File: src/rtl/tt_ctrl_sel.sv
// tt_ctrl_sel: synchronised, deglitched design-select controller for the ctrl pads
module tt_ctrl_sel #(
   parameter int N_ADDR_BITS   = 10,
   parameter int ADDR_MAX      = 1023,
   parameter int SYNC_STAGES   = 2,
   parameter int FILT_LEN      = 2,
   parameter int SETTLE_CYCLES = 4
) (
   input  logic                   clk,
   input  logic                   rst_n,
   input  logic                   pad_ctrl_ena,
   input  logic                   pad_ctrl_sel_inc,
   input  logic                   pad_ctrl_sel_rst_n,
   output logic [N_ADDR_BITS-1:0] sel_addr,
   output logic                   sel_ena,
   output logic                   sel_upd,
   output logic                   sel_ovf,
   output logic                   sel_busy
);
   localparam int FW = $clog2(FILT_LEN + 1);
   localparam int SW = $clog2(SETTLE_CYCLES + 1);
   typedef enum logic [1:0] {CLEAR, SETTLE, RUN} state_t;
   state_t state, state_n;
   logic [2:0] pad;
   logic [2:0] sync [SYNC_STAGES];
   logic [2:0] filt;
   logic [FW-1:0] fcnt [3];
   logic inc_d, inc_rise, clr;
   logic [SW-1:0] settle, settle_n;
   logic [N_ADDR_BITS-1:0] addr_n;
   logic ovf_n, upd_n;
   assign pad = {pad_ctrl_sel_rst_n, pad_ctrl_sel_inc, pad_ctrl_ena};
   assign inc_rise = filt[1] & ~inc_d;
   assign clr = ~filt[2];
   // synchroniser chains, bit 0 ena, bit 1 inc, bit 2 clear_n
   always_ff @(posedge clk) begin
      if (!rst_n) begin
         for (int i = 0; i < SYNC_STAGES; i++) sync[i] <= '0;
      end else begin
         sync[0] <= pad;
         for (int i = 1; i < SYNC_STAGES; i++) sync[i] <= sync[i-1];
      end
   end
   // level filters: flip only after FILT_LEN consecutive differing samples
   always_ff @(posedge clk) begin
      if (!rst_n) begin
         filt <= '0;
         for (int i = 0; i < 3; i++) fcnt[i] <= '0;
      end else begin
         for (int i = 0; i < 3; i++) begin
            if (sync[SYNC_STAGES-1][i] == filt[i]) fcnt[i] <= '0;
            else if (fcnt[i] == FW'(FILT_LEN - 1)) begin
               filt[i] <= ~filt[i];
               fcnt[i] <= '0;
            end else fcnt[i] <= fcnt[i] + 1'b1;
         end
      end
   end
   // next state and next register values for the select logic
   always_comb begin
      state_n  = state;
      settle_n = settle;
      addr_n   = sel_addr;
      ovf_n    = sel_ovf;
      upd_n    = 1'b0;
      if (state == CLEAR) begin
         addr_n = '0;
         ovf_n  = 1'b0;
         if (!clr) begin
            state_n  = SETTLE;
            settle_n = SW'(SETTLE_CYCLES);
         end
      end else if (clr) begin
         state_n = CLEAR;
         addr_n  = '0;
         ovf_n   = 1'b0;
         upd_n   = |sel_addr;
      end else if (inc_rise && sel_addr != N_ADDR_BITS'(ADDR_MAX)) begin
         addr_n   = sel_addr + 1'b1;
         upd_n    = 1'b1;
         state_n  = SETTLE;
         settle_n = SW'(SETTLE_CYCLES);
      end else begin
         ovf_n = sel_ovf | inc_rise;
         if (state == SETTLE) begin
            settle_n = settle - 1'b1;
            state_n  = (settle <= SW'(1)) ? RUN : SETTLE;
         end
      end
   end
   // state, address and registered outputs
   always_ff @(posedge clk) begin
      if (!rst_n) begin
         state    <= CLEAR;
         settle   <= '0;
         inc_d    <= 1'b0;
         sel_addr <= '0;
         sel_ovf  <= 1'b0;
         sel_upd  <= 1'b0;
         sel_ena  <= 1'b0;
         sel_busy <= 1'b1;
      end else begin
         state    <= state_n;
         settle   <= settle_n;
         inc_d    <= filt[1];
         sel_addr <= addr_n;
         sel_ovf  <= ovf_n;
         sel_upd  <= upd_n;
         sel_ena  <= (state_n == RUN) & filt[0];
         sel_busy <= state_n != RUN;
      end
   end
endmodule
File: config.mk
export PLATFORM = sky130hd
export DESIGN_NAME = tt_ctrl_sel
export DESIGN_NICKNAME = d
export VERILOG_FILES = /design/src/rtl/tt_ctrl_sel.sv
export SDC_FILE = /design/constraint.sdc
export NUM_CORES = 1
export LEC_CHECK = 0
export CAP_MARGIN = 0
export CORE_ASPECT_RATIO = 1.5
export CORE_MARGIN = 2
export CORE_UTILIZATION = 45
export CTS_BUF_LIST = sky130_fd_sc_hd__clkbuf_8
export CTS_CLUSTER_SIZE = 8
export DETAILED_ROUTE_END_ITERATION = 8
export GPL_TIMING_DRIVEN = 0
export PLACE_DENSITY = 0.67
export SLEW_MARGIN = 20
export SYNTH_ARGS = -nofsm -noshare
export SYNTH_HDL_FRONTEND = slang
export SYNTH_SLANG_ARGS = --single-unit
File: constraint.sdc
create_clock -name clk -period 1.8 [get_ports clk]
set_input_delay 0.36 -clock clk [delete_from_list [all_inputs] [get_ports clk]]
set_output_delay 0.36 -clock clk [all_outputs]
set_load 0.005 [all_outputs]
# Yosys cells after proc, flatten, opt, wreduce, memory -nomap -nowiden
# Memory sizes are Yosys's and may differ from the RTL's.
# Cells that the tools add are included.
# op_classes
n_addsub	5
multipliers	0
n_div	0
order_cmp	1
eq_ne	10
shift	0
mux	59
bitwise_logic	22
n_reduce_logical	10
# op_table
cell	count
$mux 1	37
$mux 2	15
$mux 3	7
$or 1x1->1	12
$add 10x1->10 const B	1
$ne 10x10->1 const B	1
$reduce_or 10->1	1
$eq 2x1->1 const B	4
$not 1->1	8
$reduce_and 2->1	4
$add 2x1->2 const B	3
$eq 1x1->1	3
$le 3x1->1 const B	1
$reduce_bool 3->1	1
$reduce_or 3->1	1
$sub 3x1->3 const B	1
$and 1x1->1	2
$eq 2x2->1 const B	1
$logic_not 2->1	1
$ne 2x2->1 const B	1
$reduce_or 2->1	1
$logic_and 1x1->1	1
# word_totals
reg_bits	23
latch_bits	0
ram_bits	12
rom_bits	0
in_bits	5
output_inout_bits	14
wordCells	120
memories	2
# memory_table
name	words	word_bits	read_ports	rd_ports_with_merged_regs	wr	line_no	rtl
fcnt	3	2	3	0	3	27	logic [FW-1:0] fcnt [3];
sync	2	3	2	0	2	25	logic [2:0] sync [SYNC_STAGES];

# Longest topological paths before layout
# logic_depth
word_depth	8
depth_mapped	6
depth_no_buf	6

# Worst setup path before layout
# OpenSTA, ideal clock, no wires.
# synth_path
path_type	register to register
start	register sel_addr[1]
end	register sel_addr[8]
setup_ps	70
arrival_ps	1420
required_time_ps	1730
path_slack_ps	310
stages_incl_launch_ff	6
path_buffers	0
synth_period_minus_slack_ps	1490
path_cell_list	dfxtp_1 ha_1 and3_1 nand2_1 or4_1 a21oi_1
# synth_between
elab_chain_cells	2
elab_cells_between_ends	3
cone_classes	1 x add/sub; 1 x eq/ne; 1 x reduce/logical
# synth_rtl
element	line_no	rtl
from (decl)	14	output logic [N_ADDR_BITS-1:0] sel_addr,
from (signal assigned)	106	sel_addr <= addr_n;
branches (longest 2 deep; another with $add 10x1->10)	--	
# Several ways; the timed one is not identified.
# A chain may end at the register's enable or synchronous reset.

# Worst setup path in the final report
# layout_path
start	register sel_addr[4]
end	output sel_addr[4]
# No word-level cell between the ends.

==> summary.md <==
| Metric | Value |
|---|---|
| Post-synthesis register bit count | 35 |
| Final number of setup-violating endpoints | 0 |
| Area leader, netlist | dfxtp_1 |
| GP Congestion | ~0.79 |
| CP delay by family, top | buffers and inverters |
| RSZ-0062 raised after global routing | false |
| Startpoint Class | flop |
| Ys flop type | dfxtp_1 |
| CTS sink cnt | 35 |
| Worst hold slack | 0.427 ns |
| Initial Util | 46.2% |
| Sequential-to-total area share from yosys stat | 49.7% |
| DR pass1 iterations | 4 |
| GRT Util Overall | between 10% and 20% |
| Num rows | 26 |
| Synth top cells by count | dfxtp_1, nor2_1, nand2_1 |
| Synth area leaders | dfxtp_1, edfxtp_1, ha_1 |
| DP Area | 1770 um^2 |
| CP max stage cell | clkdlybuf4s50_1 |
| Power per cell area | 763 nW/um^2 |
| HP Class | in2reg |
| Routed WL | 2.82 mm |
| Dpl hpwl | around 2.1 mm |
| Clock skew | 0.00542 ns |
| Final Instance Area | 1880 um^2 |
| Critical path class | reg2out |
| Static Leak | 0.710 nW |
| DRC violations left | 0 |
| Fin. Hold Viols | 0 |
| Tcrit/Tclk final | 93.5% |
| Final nets | 200 |
| Worst EP arrival | 1.32 ns |
| # port buffers | 17 |
| Initial antenna violation count | 0 |
| Die Y | 75.5 um |
| Critical path capture point type | output port |
| Core box area | 3320 um^2 |
| Share of cells above drive strength 1 | 11.1% |
| Clk slew on worst S/H paths | 0.07 ns |
| Crit path required time | around 1.4 ns |
| Largest net degree at the start of global routing | 12 |
| Routed Antenna Nets | 0 |
| Synth Instances | 158 |
| Via-to-Cell Ratio | between 5 and 6 |
| Fmax | 594 MHz |
| Fin crit period | 1.68 ns |
| Placed insts | 222 |
| CP max FO | 8 |
| Run status | complete, no violations |
| Yosys cell types | 43 |
| CTS root buf | clkbuf_8 |
| Avg Inst Size Synth | 9.69 um^2 |
| Max-cap viol count | 0 |
| CP Buf/Inv Count | 1 |
| Die X | 51.6 um |
| Clk_lat worst skew | between 0.2 and 0.3 ns |
| Num CTS Buffers | 5 |
| VDD IR max | 0.607 mV |
| Crit-path cells | clkdlybuf4s50_1 |
| Post-synth EDFFs | 6 |
| Synthesis Warnings | 0 |
| Worst setup margin | 0.117 ns |
| Place WS | 0.127 ns |
| Iteration-0 DRC count of the detailed router | 33 |
| Via count | 1,206 |
| Vias in the first global route | 1,140 |
| Setup TNS | 0 ns |
| Htree depth | 2 |
| Final non-filler cell total | 232 |
| Routed len/inst | 12.1 um |
| Area of the die | 3900 um^2 |
| CTS tree | done |
| Slowest stage delay, CP | 0.56 ns |
| Post-synth top area share | a little under two fifths |
| Share of synthesized registers carrying an async set or reset | 0% |
| Sequential standard cell area | 762 um^2 |
| Gr ovfl total | 0 |
| Post-Syn Area | ~1500 um^2 |
| Most common cell in the netlist | dfxtp_1 |
| Max-slew violations | 0 |
| I/O pin count | 19 |
| Ant diodes | 0 |
| Area of the multi-input gates | 729 um^2 |
| First-pass GRT wire length | between 4 and 5 mm |
| Layout area overhead | 23.0% |
| Clk buf depth | 2 |
| Layout fillers | around 330 |
-- where the power goes --
group	internal, W	switching (W)
Sequential	0.000810	0.00000677
Clock	0.000303	0.000270
Combinational	0.0000236	0.0000225
Total	0.00114	0.000299
-- logic make-up after synthesis --
group | count (synthesis) | share of synthesized area, %
other | 1 | 0.245
flip-flops | 35 | 49.7
multiplexers | 4 | 2.61
AND/OR/NAND/NOR | 67 | 24.4
adder cells (fa/ha/maj) | 6 | 4.90
AO/OA/AOI/OAI | 26 | 11.8
buffers and inverters | 15 | 4.08
XOR/XNOR | 4 | 2.29
-- path summary, 6_finish.rpt --
path                                                from                      to  slack (ns)  cells after the start
worst min-delay path                               rst_n      sel_upd$_SDFF_PP0_        0.43                      3
worst max-delay path            sel_addr[4]$_SDFFE_PP0P_             sel_addr[4]        0.12                      1
worst min register to register     sync[0][2]$_SDFF_PN0_   sync[0][5]$_SDFF_PN0_        0.43                      1
worst max register to register  sel_addr[0]$_SDFFE_PP0P_  settle[0]$_SDFFE_PN0P_        0.14                      5
-- metal layers --
metal,GRT usage (%),up-vias,part of all wire (%)
li1,-,610,-
met1,16.5,558,43
met2,27.9,30,51
met3,3.53,8,3.4
met4,11.7,0,2.8
met5,0,-,0
-- area by class of cell --
type | instances | area share, %
Timing Repair Buffer | 19 | 9.83
Sequential cell | 35 | 40.5
Multi-Input combinational cell | 113 | 38.7
Buffer | 6 | 1.53
Clock buffer | 6 | 4.39
Inverter | 9 | 1.79
Tap cell | 42 | 2.79
Clock inverter | 2 | 0.465
-- through the flow --
step,utilization [%],total power [W]
floorplan,-,0.000864
global placement,53.4,0.000876
detailed placement,53.4,0.000880
CTS,56.2,0.00145
global route,56.7,0.00150
finish,56.7,0.00144
-- tightest hold or removal path: stages --
cell and delay [ns]:
buf_2 0.17, nand3b_1 0.10, a21oi_1 0.04
-- repair_timing --
item | CTS | global route
hold buffers | 0 | 0
endpoints found under the setup margin | 0 | 2
gates resized for setup | 0 | 2
setup buffers | 0 | 2
-- sequential cells by signal, indices dropped and copies added, names as in the netlist --
register and cells:
sel_busy 1, settle 3, sel_upd 1, inc_d 1, sync 6, filt 3
fcnt 6, sel_ena 1, sel_ovf 1, state 2, sel_addr 10
-- cell usage in the layout, fill, tap and decap left out, types with 2 or more instances in the layout --
cell	Yosys	routed
o31ai_1	3	3
nand3_1	6	6
o22ai_1	2	2
dfxtp_1	29	28
ha_1	6	5
xor2_1	3	3
nor2b_1	3	3
mux2i_1	4	4
a21oi_1	9	9
nand4_1	2	2
o21ai_0	2	2
clkbuf_2	2	2
a211oi_1	2	2
conb_1	1	6
or4_1	3	3
nor4_1	2	2
and2_1	8	8
and3_1	4	4
buf_2	3	3
inv_1	9	10
buf_4	0	2
nand3b_1	4	4
clkbuf_8	0	6
nor2_1	15	15
clkdlybuf4s50_1	0	17
edfxtp_1	6	6
a31oi_1	2	2
nand2_1	10	10
Power figures use the tool's default switching activity.
